## config.mk

```make
export PLATFORM = sky130hd
export DESIGN_NAME = fp16_add_arbiter_flat
export DESIGN_NICKNAME = d
export VERILOG_FILES = /design/src/rtl/fp16_add_arbiter_if.sv /design/src/rtl/fp16_add_arbiter.sv /design/src/flat_wrapper.sv
export SDC_FILE = /design/constraint.sdc
export NUM_CORES = 1
export LEC_CHECK = 0
export CAP_MARGIN = 20
export CORE_MARGIN = 4
export CORE_UTILIZATION = 30
export CTS_CLUSTER_SIZE = 25
export DETAILED_ROUTE_END_ITERATION = 16
export PLACE_DENSITY = 0.84
export SLEW_MARGIN = 30
export SYNTH_ARGS = -nofsm -noshare
export SYNTH_HDL_FRONTEND = slang
export SYNTH_SLANG_ARGS = --single-unit
```

## constraint.sdc

```tcl
create_clock -name clk -period 3.6 [get_ports clk]
set_input_delay 0.9 -clock clk [delete_from_list [all_inputs] [get_ports clk]]
set_output_delay 0.9 -clock clk [all_outputs]
set_load 0.1 [all_outputs]
```

## src/rtl/fp16_add_arbiter_if.sv

```systemverilog
// Requester-side bundle of the shared fp16 adder arbiter: per-requester
// operation request/grant plus the shared response bus.
interface fp16_add_arbiter_if #(
  parameter int NREQ = 4
);
  logic [NREQ-1:0]    req_valid;
  logic [NREQ*16-1:0] req_a;
  logic [NREQ*16-1:0] req_b;
  logic [NREQ-1:0]    req_ready;
  logic [NREQ-1:0]    rsp_valid;
  logic [15:0]        rsp_data;

  // Requesters drive operands and consume grants/responses.
  modport master (
    output req_valid, req_a, req_b,
    input  req_ready, rsp_valid, rsp_data
  );

  // Arbiter receives operands and returns grants/responses.
  modport slave (
    input  req_valid, req_a, req_b,
    output req_ready, rsp_valid, rsp_data
  );
endinterface

```

## src/rtl/fp16_add_arbiter.sv

```systemverilog
// Round-robin arbiter sharing one external pipelined fp16 adder among NREQ
// requesters. One op is issued per cycle at most. The requester ID travels
// alongside the adder latency in a tag pipeline, so each sum is returned to
// the requester that issued it. Operand and result data are never inspected.
module fp16_add_arbiter #(
  parameter int NREQ        = 4,
  parameter int ADD_LATENCY = 1
) (
  input  logic              clk,
  input  logic              nRST,
  input  logic              hold,
  fp16_add_arbiter_if.slave bus,
  output logic [15:0]       add_a,
  output logic [15:0]       add_b,
  input  logic [15:0]       add_result,
  output logic              busy
);

  localparam int          IDW    = (NREQ > 1) ? $clog2(NREQ) : 1;
  localparam int unsigned NREQ_U = NREQ;
  localparam int unsigned LAT_U  = ADD_LATENCY;

  logic                   gnt_vld;
  logic [IDW-1:0]         gnt_id;
  logic [IDW-1:0]         ptr_q, ptr_d;
  logic [ADD_LATENCY-1:0] tag_vld_q;
  logic [IDW-1:0]         tag_id_q [ADD_LATENCY];

  // Round-robin search starting at the pointer; hold suppresses any grant.
  always_comb begin
    int unsigned idx;
    gnt_vld = 1'b0;
    gnt_id  = '0;
    idx     = 0;
    for (int unsigned k = 0; k < NREQ_U; k++) begin
      idx = (32'(ptr_q) + k) % NREQ_U;
      if (!gnt_vld && bus.req_valid[idx]) begin
        gnt_vld = 1'b1;
        gnt_id  = IDW'(idx);
      end
    end
    if (hold) begin
      gnt_vld = 1'b0;
      gnt_id  = '0;
    end
  end

  // One-hot grant and operand mux; with no grant the adder sees 0+0.
  always_comb begin
    bus.req_ready = '0;
    add_a         = '0;
    add_b         = '0;
    if (gnt_vld) begin
      bus.req_ready[gnt_id] = 1'b1;
      add_a = bus.req_a[16*gnt_id +: 16];
      add_b = bus.req_b[16*gnt_id +: 16];
    end
  end

  // Pointer moves just past the granted requester; frozen without a transfer.
  always_comb begin
    ptr_d = ptr_q;
    if (gnt_vld) begin
      ptr_d = (gnt_id == IDW'(NREQ - 1)) ? '0 : gnt_id + 1'b1;
    end
  end

  // Round-robin pointer register.
  always_ff @(posedge clk or negedge nRST) begin
    if (!nRST) begin
      ptr_q <= '0;
    end else begin
      ptr_q <= ptr_d;
    end
  end

  // Tag pipeline mirroring the adder latency; shifts every cycle, no stall.
  always_ff @(posedge clk or negedge nRST) begin
    if (!nRST) begin
      tag_vld_q <= '0;
      for (int unsigned s = 0; s < LAT_U; s++) begin
        tag_id_q[s] <= '0;
      end
    end else begin
      tag_vld_q[0] <= gnt_vld;
      tag_id_q[0]  <= gnt_id;
      for (int unsigned s = 1; s < LAT_U; s++) begin
        tag_vld_q[s] <= tag_vld_q[s-1];
        tag_id_q[s]  <= tag_id_q[s-1];
      end
    end
  end

  // Response steering from the last tag stage; result passes straight through.
  always_comb begin
    bus.rsp_valid = '0;
    if (tag_vld_q[ADD_LATENCY-1]) begin
      bus.rsp_valid[tag_id_q[ADD_LATENCY-1]] = 1'b1;
    end
  end

  assign bus.rsp_data = add_result;
  assign busy         = |tag_vld_q;

endmodule

```

## src/flat_wrapper.sv

```systemverilog
// flat-port wrapper written by rule: the top's interface ports become plain ports
module fp16_add_arbiter_flat 
#(
  parameter int NREQ        = 4,
  parameter int ADD_LATENCY = 1
)
  (clk, nRST, hold, add_a, add_b, add_result, busy, bus_req_valid, bus_req_a, bus_req_b, bus_req_ready, bus_rsp_valid, bus_rsp_data);
  fp16_add_arbiter_if #(.NREQ(NREQ)) bus_i ();
  input  logic clk;
  input  logic nRST;
  input  logic hold;
  output logic [15:0] add_a;
  output logic [15:0] add_b;
  input  logic [15:0] add_result;
  output logic busy;
  input wire logic [$bits(bus_i.req_valid)-1:0] bus_req_valid;
  input wire logic [$bits(bus_i.req_a)-1:0] bus_req_a;
  input wire logic [$bits(bus_i.req_b)-1:0] bus_req_b;
  output wire logic [$bits(bus_i.req_ready)-1:0] bus_req_ready;
  output wire logic [$bits(bus_i.rsp_valid)-1:0] bus_rsp_valid;
  output wire logic [$bits(bus_i.rsp_data)-1:0] bus_rsp_data;
  assign bus_i.req_valid = bus_req_valid;
  assign bus_i.req_a = bus_req_a;
  assign bus_i.req_b = bus_req_b;
  assign bus_req_ready = bus_i.req_ready;
  assign bus_rsp_valid = bus_i.rsp_valid;
  assign bus_rsp_data = bus_i.rsp_data;
  fp16_add_arbiter #(.NREQ(NREQ), .ADD_LATENCY(ADD_LATENCY)) u_core (.clk(clk), .nRST(nRST), .hold(hold), .bus(bus_i), .add_a(add_a), .add_b(add_b), .add_result(add_result), .busy(busy));
endmodule
```

## Yosys cells after proc, flatten, opt, wreduce, memory -nomap -nowiden

Cells that the tools add are included.
W data, S select, Z words.

| operators by class | value |
|---|---|
| $lt $le $gt $ge | 8 |
| reduce and logical (&&, ||, !) cells | 8 |
| mux-type cells | 27 |
| eq/ne operators | 1 |
| shifts and indexed selects | 2 |
| add/subtract/negate cells | 4 |

Operators by type and width:

| cell | number |
|---|---|
| $shiftx A64 B7 Y16 | 2 |
| $mux W16 | 2 |
| $lt A2 B3 Y1 const B | 6 |
| $mux W2 | 6 |
| $mux W1 | 11 |
| $bmux W1 S2 | 4 |
| $mux W4 | 2 |
| $logic_and A1 B1 Y1 | 5 |
| $add A2 B1 Y2 const B | 2 |
| $add A2 B2 Y2 const B | 2 |
| $demux W1 S2 | 2 |
| $ge A2 B1 Y1 const B | 2 |
| $logic_not A1 Y1 | 3 |
| $eq A2 B2 Y1 const B | 1 |

| word-level totals | value |
|---|---|
| register bits | 5 |
| output and inout port bits | 57 |
| input bits | 151 |
| word-level logic and storage cells | 53 |

## Longest topological paths before layout

| depth | value |
|---|---|
| word-level depth | 18 |
| depth in mapped cells | 9 |

## Least setup slack after synthesis

No wires, ideal clock.

| timing | value |
|---|---|
| path type | register -> output |
| start | reg u_core.tag_vld_q (netlist: u_core.busy) |
| end | out bus_rsp_valid[0] |
| stages on the path, launching flop included | 2 |
| data required time | 2700 ps |
| path buffers | 0 |
| setup slack | -545 ps |
| arrival time | 3245 ps |
| cell sequence | dfrtp_1 > nor3b_1 |

| on the way | value |
|---|---|
| longest elaborated chain between the ends | 1 |

RTL lines:

| what | RTL line | source |
|---|---|---|
| from (decl) | fp16_add_arbiter.sv:26 | `logic [ADD_LATENCY-1:0] tag_vld_q;` |
| from (signal, indexed assignment) | fp16_add_arbiter.sv:88 | `tag_vld_q[s] <= tag_vld_q[s-1];` |
| $mux W4 | fp16_add_arbiter.sv:97 | `if (tag_vld_q[ADD_LATENCY-1]) begin` |
| to (decl) | flat_wrapper.sv:20 | `output wire logic [$bits(bus_i.rsp_valid)-1:0] bus_rsp_valid;` |

Every way passes these cells.

## Worst setup path in the final report

| timing | value |
|---|---|
| start | in bus_req_valid[0] |
| end | out add_b[7] |

| on the way | value |
|---|---|
| longest elaborated chain between the ends | 15 |
| elaborated cells between the ends (all ways) | 26 |
| those cells by class | 1 x shift; 19 x mux; 6 x reduce/logical |

RTL lines:

| what | RTL line | source |
|---|---|---|
| from (decl) | flat_wrapper.sv:16 | `input wire logic [$bits(bus_i.req_valid)-1:0] bus_req_valid;` |
| $bmux W1 S2 | fp16_add_arbiter.sv:37 | `if (!gnt_vld && bus.req_valid[idx]) begin` |
| $mux W1 (not written as such) | fp16_add_arbiter.sv:37 |  |
| $mux W1 | fp16_add_arbiter.sv:37 |  |
| $logic_not A1 Y1 | fp16_add_arbiter.sv:37 |  |
| $logic_and A1 B1 Y1 | fp16_add_arbiter.sv:37 |  |
| $mux W1 | fp16_add_arbiter.sv:37 |  |
| $logic_not A1 Y1 | fp16_add_arbiter.sv:37 |  |
| $logic_and A1 B1 Y1 | fp16_add_arbiter.sv:37 |  |
| $mux W1 | fp16_add_arbiter.sv:37 |  |
| $logic_not A1 Y1 | fp16_add_arbiter.sv:37 |  |
| $logic_and A1 B1 Y1 | fp16_add_arbiter.sv:37 |  |
| $mux W2 | fp16_add_arbiter.sv:37 |  |
| $mux W2 | fp16_add_arbiter.sv:42 | `if (hold) begin` |
| $shiftx A64 B7 Y16 | fp16_add_arbiter.sv:56 | `add_b = bus.req_b[16*gnt_id +: 16];` |
| $mux W16 * | fp16_add_arbiter.sv:53 | `if (gnt_vld) begin` |
| to (decl) | flat_wrapper.sv:13 | `output logic [15:0] add_b;` |

Every way passes the cells marked *; elsewhere a longest branch is shown, timed or not. The select of a mux whose other input is x is not followed.

==> out/qor.tcl <==
set qor(result_of_the_run) {finished, final reports clean}
set qor(hold_path_class) {flip-flop to flip-flop}
set qor(route.detailed.wl_per_inst_um) 20.1
set qor(first_global_vias) 2851
set qor(ir_worst_vdd_uv) 570
set qor(die_area_um2) 8040
set qor(cts_tree) {built}
set qor(rsz0062_at_grt) {yes}
set qor(worst_slew_margin_rel_pct) 71.9
set qor(ff2ff_setup_slack_ns) 1.49
set qor(commonest_cells_after_routing_fill_and_taps_aside) {sky130_fd_sc_hd__clkdlybuf4s50_1, sky130_fd_sc_hd__buf_12, sky130_fd_sc_hd__nand2_1}
set qor(syn_nets) 402
set qor(timing.critical_path.required_ns) 2.70
set qor(p_total_mw) 3.69
set qor(detail_route.iter0.violations) 63
set qor(timing.final.hold_violations) 0
set qor(totalNegativeSetupSlack_ns) 0
set qor(cts_made_buffers) 3
set qor(placed_area_um2) 4340
set qor(area.growth.synth_to_final_pct) 136
set qor(clk_pin_slew_worst_paths_ns) 0.04
set qor(postLayoutSetupSlackWorst_ns) 0.00836
set qor(drt-total-wl_um) 10100
set qor(critical_path.reg2reg.endpoint) {u_core.ptr_q[0]}
set qor(cp.arrival_ns) 2.69
set qor(synth-seq-area-share_pct) 6.25
set qor(synth.ff_latch_count) 5
set qor(ys_dominant_reg_cell) {sky130_fd_sc_hd__dfrtp_1}
set qor(detail_route.drc_violations) 0
set qor(fin_crit_ns) 3.59
set qor(track_usage_pct) 22.2
set qor(final_max_slew_viol_count) 0
set qor(finalCritPeriodShare_pct) 99.8
set qor(grt_start_max_net_pins) 21
set qor(place.port_buffers) 175
set qor(layout_skew_ns) 0.00625
set qor(ys.warnings.count) 0
set qor(detailed_place_hpwl_um) 7500
set qor(grt_overflow_total) 0
set qor(async_flop_share_pct) 100
set qor(power_density_nw_per_um2) 779
set qor(layout_net_count) 579
set qor(reg2reg_depth) 8
set qor(synthDistinctLibCells) 33
set qor(fp.coreArea_um2) 6420
set qor(fin_hold_ws_ns) 0.680
set qor(post-place-cells) 490
set qor(worst_slew_pin_slew_ns) 0.419
set qor(utilization_pct) 73.7
set qor(cp-end-kind) {primary output}
set qor(antenna_cells_inserted) 0
set qor(layout-drive-gt1-share_pct) 40.4
set qor(rows) 29
set qor(cellLeakagePower_nw) 1.82
set qor(place_ws_ns) -0.313
set qor(cts_htree_levels) 1
set qor(maxClockFrequency_ghz) 0.278
set qor(worstSetupStartpoint) {bus_req_valid[0]}
set qor(ant_nets) 0
set qor(drt_via_density) 5.43
set qor(finalSetupViolations) 0
set qor(clock_path_buffers) 2
set qor(hold_path_end) {u_core.ptr_q[0]}
set qor(crit_path_start_kind) {input port}
set qor(antenna_found_initial) 0
set qor(hold-path-cell-count) 2
set qor(floorplan.die.width_um) 89.7
set qor(initial_utilization_pct) 31.2
set qor(final_area_um2) 4730
set qor(critPathKind) {input port to primary output}
set qor(clock_insertion_delay_worst_skew_ns) 0.23
set qor(crit_path_max_fanout) 19
set qor(cap_violations) 0
set qor(cts-hold-fix-buffers) 0
set qor(gp_routability_congestion) 0.779
set qor(syn_area_per_cell_um2) 8.10
set qor(die_height_um) 89.7
set qor(synth_edf_count) 0
set qor(vias) 2713
set qor(num_io_pins) 208
set qor(synth.cell_area_um2) 2000
set qor(detail_route.first_pass.iterations) 4
set qor(cts_num_sinks) 5
set qor(layout.cells.non_filler) 500
set qor(grt_pass1_wl_um) 14000
set qor(final_common_cell) {sky130_fd_sc_hd__clkdlybuf4s50_1}
set qor(netlist_instances) 247
set qor(worst_r2r_startpoint) {u_core.ptr_q[1]}
set qor(clockRootBuffer) {sky130_fd_sc_hd__clkbuf_8}
set qor(min-delay-start) {u_core.ptr_q[0]}
sequential cells by signal, summed over array words and instances (netlist names):
signal and flops:
u_core.ptr_q 2, u_core.tag_id_q 2, u_core.busy 1
repair_timing:
action,CTS,global route
pin swaps,35,31
buffers inserted,2,2
cloned,1,1
gates resized for setup,22,29
endpoints found under the setup margin,36,32
layer usage:
layer | GRT usage [%] | share of wire, %
met3 | 4.20 | 6.8
met2 | 43.2 | 56
met4 | 8.93 | 2.7
met5 | 0 | 0
met1 | 23.1 | 34
synth_stat cells (2+ instances only):
cell type                   n  area share [%]
sky130_fd_sc_hd__nor3_1    33             8.3
sky130_fd_sc_hd__dfrtp_1    5             6.3
sky130_fd_sc_hd__or2b_1     2            0.75
sky130_fd_sc_hd__o32ai_1    4             1.8
sky130_fd_sc_hd__buf_6      7             3.9
sky130_fd_sc_hd__nor2_2     3            0.94
sky130_fd_sc_hd__buf_4     17             6.4
sky130_fd_sc_hd__inv_1      2            0.38
sky130_fd_sc_hd__ha_1       4             2.5
sky130_fd_sc_hd__nor4_2     2             1.3
sky130_fd_sc_hd__clkbuf_1   6             1.1
sky130_fd_sc_hd__o32ai_2   28              23
sky130_fd_sc_hd__and2_1     4             1.3
sky130_fd_sc_hd__nand2b_1  30             9.4
sky130_fd_sc_hd__nand2_1   35             6.6
sky130_fd_sc_hd__buf_2     13             3.3
sky130_fd_sc_hd__nor2b_2    4             1.8
sky130_fd_sc_hd__or3_1      2            0.63
sky130_fd_sc_hd__a22o_1    32              14
worst max-delay path by stage:
stage | endpoint | slack [ns] | cells after the start
finish | add_b[7] | 0.008 | 10
detailed placement | add_a[0] | -0.31 | 8
global placement | add_a[3] | -0.26 | 8
CTS | add_b[10] | 0.008 | 11
floorplan | add_a[0] | 0.01 | 6
global route | add_a[10] | -0.02 | 10
where the power goes:
group          switching, mW  total [mW]  internal (mW)
Combinational           2.05        3.47           1.42
Clock                 0.0309       0.107         0.0763
Sequential            0.0317       0.104         0.0725
layout make-up:
type / count / area (µm²)
sequential: 5 / 125
fill: 448 / 1690
inverter: 3 / 11.3
timing repair buffer: 215 / 2600
clock buffer: 4 / 45.0
tap: 77 / 96.3
multi-input combinational: 196 / 1850
cells by family after synthesis:
logic type	share of synthesized area, %
compound gates	40.8
simple gates	34.6
buf+inv	15.3
fa+ha+maj	2.50
flops	6.25
mux	0.563
critical path, stage by stage:
cell,delay (ns)
sky130_fd_sc_hd__clkdlybuf4s15_2,0.19
sky130_fd_sc_hd__buf_6,0.12
sky130_fd_sc_hd__nor2b_4,0.13
sky130_fd_sc_hd__nor3b_2,0.24
sky130_fd_sc_hd__buf_4,0.16
sky130_fd_sc_hd__o21a_2,0.16
sky130_fd_sc_hd__buf_12,0.20
sky130_fd_sc_hd__o32ai_2,0.11
sky130_fd_sc_hd__a22o_2,0.27
sky130_fd_sc_hd__buf_12,0.17
Note: power is estimated with default switching activity, not from simulation.
